**config.mk**
```make
export PLATFORM = sky130hd
export DESIGN_NAME = ex_muldiv_unit
export DESIGN_NICKNAME = d
export VERILOG_FILES = /design/src/rtl/ex_muldiv_unit.sv
export SDC_FILE = /design/constraint.sdc
export NUM_CORES = 1
export LEC_CHECK = 0
export BUFFER_PORTS_ARGS = -buffer_cell sky130_fd_sc_hd__buf_2
export CAP_MARGIN = 20
export CORE_MARGIN = 1
export CORE_UTILIZATION = 61
export CTS_CLUSTER_DIAMETER = 60
export DETAILED_ROUTE_END_ITERATION = 12
export MAX_ROUTING_LAYER = met4
export PLACE_DENSITY = 0.83
export SLEW_MARGIN = 5
export SYNTH_ARGS = -nofsm -noshare
export SYNTH_HDL_FRONTEND = slang
export SYNTH_SLANG_ARGS = --single-unit
```
**constraint.sdc**
```tcl
create_clock -name i_clk -period 6 [get_ports i_clk]
set_input_delay 0.3 -clock i_clk [delete_from_list [all_inputs] [get_ports i_clk]]
set_output_delay 0.3 -clock i_clk [all_outputs]
set_load 0.01 [all_outputs]
```
**src/rtl/ex_muldiv_unit.sv**
```systemverilog
// ex_muldiv_unit: iterative multiply/divide unit owning the HI/LO registers
//
// Ports:
//   i_clk, i_rst          clock, asynchronous active-high reset
//   i_valid, i_funct      EX-stage R-type instruction and its funct field
//   i_rs_data, i_rt_data  forwarded operands
//   o_stall               combinational interlock toward the hazard unit
//   o_busy                an operation is in flight
//   o_mf_data             HI/LO value for an accepted MFHI/MFLO, else 0
//   o_hi, o_lo            architectural HI/LO contents
//   o_div_zero            one-cycle pulse when a divide by zero completes
//
// Build option: define MULDIV_FAST_MUL_EN for a single-cycle multiplier.
module ex_muldiv_unit #(
    parameter int NB_REG = 32,
    parameter int NB_OP  = 6,
    parameter int NB_CNT = $clog2(NB_REG + 1)
) (
    input  logic              i_clk,
    input  logic              i_rst,
    input  logic              i_valid,
    input  logic [NB_OP-1:0]  i_funct,
    input  logic [NB_REG-1:0] i_rs_data,
    input  logic [NB_REG-1:0] i_rt_data,
    output logic              o_stall,
    output logic              o_busy,
    output logic [NB_REG-1:0] o_mf_data,
    output logic [NB_REG-1:0] o_hi,
    output logic [NB_REG-1:0] o_lo,
    output logic              o_div_zero
);
    localparam logic [NB_OP-1:0] F_MFHI  = NB_OP'(6'h10);
    localparam logic [NB_OP-1:0] F_MTHI  = NB_OP'(6'h11);
    localparam logic [NB_OP-1:0] F_MFLO  = NB_OP'(6'h12);
    localparam logic [NB_OP-1:0] F_MTLO  = NB_OP'(6'h13);
    localparam logic [NB_OP-1:0] F_MULT  = NB_OP'(6'h18);
    localparam logic [NB_OP-1:0] F_MULTU = NB_OP'(6'h19);
    localparam logic [NB_OP-1:0] F_DIV   = NB_OP'(6'h1A);
    localparam logic [NB_OP-1:0] F_DIVU  = NB_OP'(6'h1B);

    typedef enum logic [1:0] {IDLE, RUN, FIX} state_t;
    state_t state, state_nxt;

    logic [2*NB_REG-1:0] acc;
    logic [NB_REG-1:0]   opd;
    logic [NB_CNT-1:0]   count;
    logic                is_div, neg_q, neg_r, dz;

    logic is_mfhi, is_mthi, is_mflo, is_mtlo, mul_op, div_op, sgn;
    logic uses_hilo, accept, start_md, rs_neg, rt_neg;
    logic [NB_REG-1:0]   rs_mag, rt_mag, div_hi, div_lo;
    logic [NB_REG:0]     sum, trial;
    logic [2*NB_REG-1:0] mul_nxt, div_nxt, mul_res;

    assign is_mfhi   = i_funct == F_MFHI;
    assign is_mthi   = i_funct == F_MTHI;
    assign is_mflo   = i_funct == F_MFLO;
    assign is_mtlo   = i_funct == F_MTLO;
    assign mul_op    = (i_funct == F_MULT) || (i_funct == F_MULTU);
    assign div_op    = (i_funct == F_DIV) || (i_funct == F_DIVU);
    assign sgn       = (i_funct == F_MULT) || (i_funct == F_DIV);
    assign uses_hilo = is_mfhi || is_mthi || is_mflo || is_mtlo || mul_op || div_op;
    assign accept    = i_valid && uses_hilo && (state == IDLE);
    assign o_stall   = i_valid && uses_hilo && (state != IDLE);
    assign o_busy    = state != IDLE;
    assign o_mf_data = (accept && is_mfhi) ? o_hi : (accept && is_mflo) ? o_lo : '0;

`ifdef MULDIV_FAST_MUL_EN
    // Sign-extending to double width makes one truncated product serve both
    // signed and unsigned multiplies.
    logic [2*NB_REG-1:0] fast_prod;
    assign fast_prod = {{NB_REG{sgn & i_rs_data[NB_REG-1]}}, i_rs_data} *
                       {{NB_REG{sgn & i_rt_data[NB_REG-1]}}, i_rt_data};
    assign start_md  = accept && div_op;
`else
    assign start_md  = accept && (mul_op || div_op);
`endif

    assign rs_neg = sgn & i_rs_data[NB_REG-1];
    assign rt_neg = sgn & i_rt_data[NB_REG-1];
    assign rs_mag = rs_neg ? -i_rs_data : i_rs_data;
    assign rt_mag = rt_neg ? -i_rt_data : i_rt_data;

    // Multiply: acc = {partial product, remaining multiplier bits}.
    // Divide:   acc = {partial remainder, remaining dividend / quotient bits}.
    // A zero divisor never borrows, so the quotient fills with ones and the
    // remainder ends up as the dividend magnitude, which the sign fix restores to rs.
    always_comb begin
        sum     = {1'b0, acc[2*NB_REG-1:NB_REG]} + {1'b0, opd};
        mul_nxt = acc[0] ? {sum, acc[NB_REG-1:1]} : {1'b0, acc[2*NB_REG-1:1]};
        trial   = acc[2*NB_REG-1:NB_REG-1] - {1'b0, opd};
        div_nxt = trial[NB_REG] ? {acc[2*NB_REG-2:0], 1'b0}
                                : {trial[NB_REG-1:0], acc[NB_REG-2:0], 1'b1};
        mul_res = neg_q ? -acc : acc;
        div_lo  = dz ? '1 : neg_q ? -acc[NB_REG-1:0] : acc[NB_REG-1:0];
        div_hi  = neg_r ? -acc[2*NB_REG-1:NB_REG] : acc[2*NB_REG-1:NB_REG];
    end

    always_comb begin
        state_nxt = state;
        case (state)
            IDLE:    state_nxt = start_md ? RUN : IDLE;
            RUN:     state_nxt = (count == NB_CNT'(1)) ? FIX : RUN;
            FIX:     state_nxt = IDLE;
            default: state_nxt = IDLE;
        endcase
    end

    always_ff @(posedge i_clk or posedge i_rst) begin
        if (i_rst) state <= IDLE;
        else       state <= state_nxt;
    end

    always_ff @(posedge i_clk or posedge i_rst) begin
        if (i_rst) begin
            acc        <= '0;
            opd        <= '0;
            count      <= '0;
            is_div     <= 1'b0;
            neg_q      <= 1'b0;
            neg_r      <= 1'b0;
            dz         <= 1'b0;
            o_hi       <= '0;
            o_lo       <= '0;
            o_div_zero <= 1'b0;
        end else begin
            o_div_zero <= (state == FIX) && is_div && dz;
            if (start_md) begin
                is_div <= div_op;
                neg_q  <= rs_neg ^ rt_neg;
                neg_r  <= rs_neg;
                dz     <= i_rt_data == '0;
                count  <= NB_CNT'(NB_REG);
                opd    <= div_op ? rt_mag : rs_mag;
                acc    <= {{NB_REG{1'b0}}, div_op ? rs_mag : rt_mag};
            end else if (state == RUN) begin
                acc   <= is_div ? div_nxt : mul_nxt;
                count <= count - 1'b1;
            end
            if (state == FIX) {o_hi, o_lo} <= is_div ? {div_hi, div_lo} : mul_res;
            if (accept && is_mthi) o_hi <= i_rs_data;
            if (accept && is_mtlo) o_lo <= i_rs_data;
`ifdef MULDIV_FAST_MUL_EN
            if (accept && mul_op) {o_hi, o_lo} <= fast_prod;
`endif
        end
    end
endmodule
```
==> results_dict.tcl <==
set metrics [dict create \
    outcome "completed" \
    dieHeight_um 160 \
    cts_root_buf "clkbuf_16" \
    async_reset_ff_share_pct 100 \
    synth_edf_count 0 \
    worstPathArrival_ps 4580 \
    yosys.area_share.simple_pct 17.5 \
    cp_slowest_stage_delay_ps 840 \
    netlist_area_mm2 0.0152 \
    dp_hpwl_um 38800 \
    hold_ws_ps 136 \
    rsz0062_at_grt "false" \
    yosys_register_bits 173 \
    ys_seq_area_share_pct 28.6 \
    globalRoute.totalOverflow 0 \
    synth_cell_types 85 \
    synth-xor-area-share_pct 9.77 \
    clk_latency_ps 440 \
    setup_violations 0 \
    grt_pass1_wl_um 84300 \
    synth_compound_area_share_pct 29.5 \
    worst_slew_pin_slew_ps 1150 \
    drt_iter0_drc 2064 \
    coreArea_mm2 0.0243 \
    drt-total-wl_um 54200 \
    nNetsFinal 2108 \
    synth_adder_area_share_pct 6.04 \
    vias 16270 \
    synth_top_area_share_pct 28.6 \
    synthMuxAreaShare_pct 3.66 \
    synth_top_family_by_area "compound AO/OA/AOI/OAI gates" \
    wl_per_cell_um 23.6 \
    tns_ps 0 \
    p_per_area_mw_per_mm2 561 \
    clock_skew_ps 13.1 \
    final_common_cell "o21ai_0" \
    cts_max_level 4 \
    clk_path_buf_depth 2 \
    start_util_pct 62.3 \
    io_pins 172 \
    cp-start-kind "flip-flop" \
    clk_pin_slew_ps 70 \
    cp_top_family "compound AO/OA/AOI/OAI gates" \
    rows 57 \
    gp_congestion 1.00 \
    synth_flop_cell "dfrtp_1" \
    slew_headroom_pct 23.6 \
    grt_pass1_vias 15070 \
    synth_area_leaders "dfrtp_1, o21ai_0, ha_1" \
    die_w_um 160 \
    syn_inst 1883 \
    syn_avg_cell_area_um2 8.05 \
    final_cell_mix "o21ai_0, nand2_1, dfrtp_1, buf_2, nor2_1" \
    numCtsBuffers 17 \
    vias_per_cell 7.07 \
    endpoint_kind "flip-flop" \
    period_needed_ps 4240 \
    numPortBuffers 171 \
    peakVddDrop_mv 0.463 \
    synth_fp_nets 2028 \
    cts_num_sinks 173 \
    cts_resized 0 \
    fin_crit_sh_pct 70.6 \
    drt_first_pass_iters 9 \
    p_leak_nw 6.88 \
    layout-drive-gt1-share_pct 13.6 \
    post-route-drc-count 0 \
    critPathMaxFanout 51 \
    fmax_mhz 236 \
    synth_top_cell_by_area "dfrtp_1" \
    hp-class "input port to flip-flop" \
    yosysWarnings 0 \
    antenna_found_initial 1 \
    track_usage_pct 43.4 \
    critPathBufInv 2 \
    area_growth_syn_to_layout_pct 10.3 \
    crit_required_ps 6340 \
    slowest_stage "a2111oi_1" \
    drv_slew 0 \
    grt_max_degree 75 \
    cts_tree "yes" \
    nFillCells 2000 \
    antenna_left 0 \
    worstSetupPathType "flip-flop to flip-flop" \
    hold_violations 0 \
    die-area_mm2 0.0255 \
    drv_cap 0 \
    cp_cell_sequence "inv_1 -> fa_1 -> nor2b_1 -> o211ai_1 -> a2111oi_1 -> o2111ai_1 -> and3_1 -> a311oi_4 -> buf_4 -> or4_1 -> o21ai_0 -> a211oi_1" \
]
[metal layers]
metal | wire, um | vias to the layer above | part of all wire (%) | global-route usage [%]
li1 | - | 7174 | - | -
met1 | 21300 | 7742 | 39 | 56.2
met2 | 24100 | 1158 | 45 | 65.9
met3 | 6320 | 196 | 12 | 8.34
met4 | 2450 | 0 | 4.5 | 19.3
met5 | 0 | - | 0 | -
[where the power goes]
part / switching [mW] / total, mW / internal, mW / leakage (nW)
registers: 0.802 / 2.44 / 1.64 / 1.98
clock network: 0.521 / 1.08 / 0.555 / 0.259
logic: 3.50 / 5.87 / 2.37 / 4.65
[stage by stage]
stage	worst slack [ps]	std cells	util, %	area (um2)	total power, mW
after detailed placement	1840	2267	66.5	16200	8.09
after global routing	1550	2301	68.8	16700	10.0
after global placement	1940	2265	66.2	16100	7.97
after CTS	1820	2300	68.8	16700	9.19
after floorplan	1010	1883	-	15200	6.51
final	1760	2301	68.8	16700	9.38
[path summary, 6_finish.rpt]
kind                                    start        to  slack (ps)  depth (start not counted)
worst max-delay path                  acc[32]   acc[58]        1760                         12
worst min-delay path            i_rs_data[30]  o_lo[30]         140                          3
worst max register to register        acc[32]   acc[58]        1760                         12
worst min register to register             dz        dz         510                          2
max in group asynchronous               i_rst   acc[57]        4260                          4
min in group asynchronous               i_rst    acc[9]         410                          3
[state kept, by name, indices dropped and copies added (netlist names)]
name	count
o_hi	32
dz	1
acc	64
o_lo	32
is_div	1
o_div_zero	1
state	2
opd	32
neg_q	1
neg_r	1
count	6
[area by class of cell]
class	instances	area (um2)	share of cell area, %
antenna	1	2.50	0.0150
inverter	60	230	1.38
multi-input combinational	1514	10100	60.5
clock buffer	20	457	2.73
sequential	173	4330	25.9
timing repair buffer	197	1090	6.54
tap	324	405	2.42
clock inverter	12	88.8	0.531
[cells by family after synthesis]
kind of cell / count (synthesis)
multiplexers: 55
adder cells (fa/ha/maj): 72
AND/OR/NAND/NOR: 537
flip-flops: 173
XOR/XNOR: 169
AO/OA/AOI/OAI: 681
buffers and inverters: 196
[cell usage after synthesis (5+ instances only)]
cell,n
xnor2_1,97
o221ai_1,34
nand2_1,184
o22ai_1,54
o211ai_1,13
clkbuf_1,119
nand4_1,7
a22oi_1,34
o21ai_0,185
o21bai_1,6
xor2_1,72
and4_1,7
o21a_1,7
a21o_1,22
a22o_1,36
nand3_1,35
inv_1,60
or3_1,5
buf_1,8
a21oi_1,125
a21boi_0,6
o41ai_1,14
nand2b_1,15
nor2b_1,22
nor2_1,139
buf_2,6
dfrtp_1,173
nor4_1,16
a31oi_1,46
a211oi_1,14
and2_1,7
ha_1,70
or4_1,19
a32o_1,9
nor3_1,32
and3_1,14
mux2i_1,52
o31ai_1,18
a221oi_1,6
[worst register-to-register path: stages, from the launching register on]
cell and delay [ps]:
dfrtp_1 560, inv_1 160, fa_1 460, nor2b_1 220
o211ai_1 220, a2111oi_1 840, o2111ai_1 190, and3_1 240
a311oi_4 200, buf_4 500, or4_1 210, o21ai_0 80
a211oi_1 260
[repair_timing]
item / 4_1_cts / 5_1_grt
endpoints found under the hold margin: 40 / 0
setup buffers: 0 / 0
setup endpoints to repair: 0 / 0
hold buffers: 1 / 0
(Power assumes the default switching activity.)
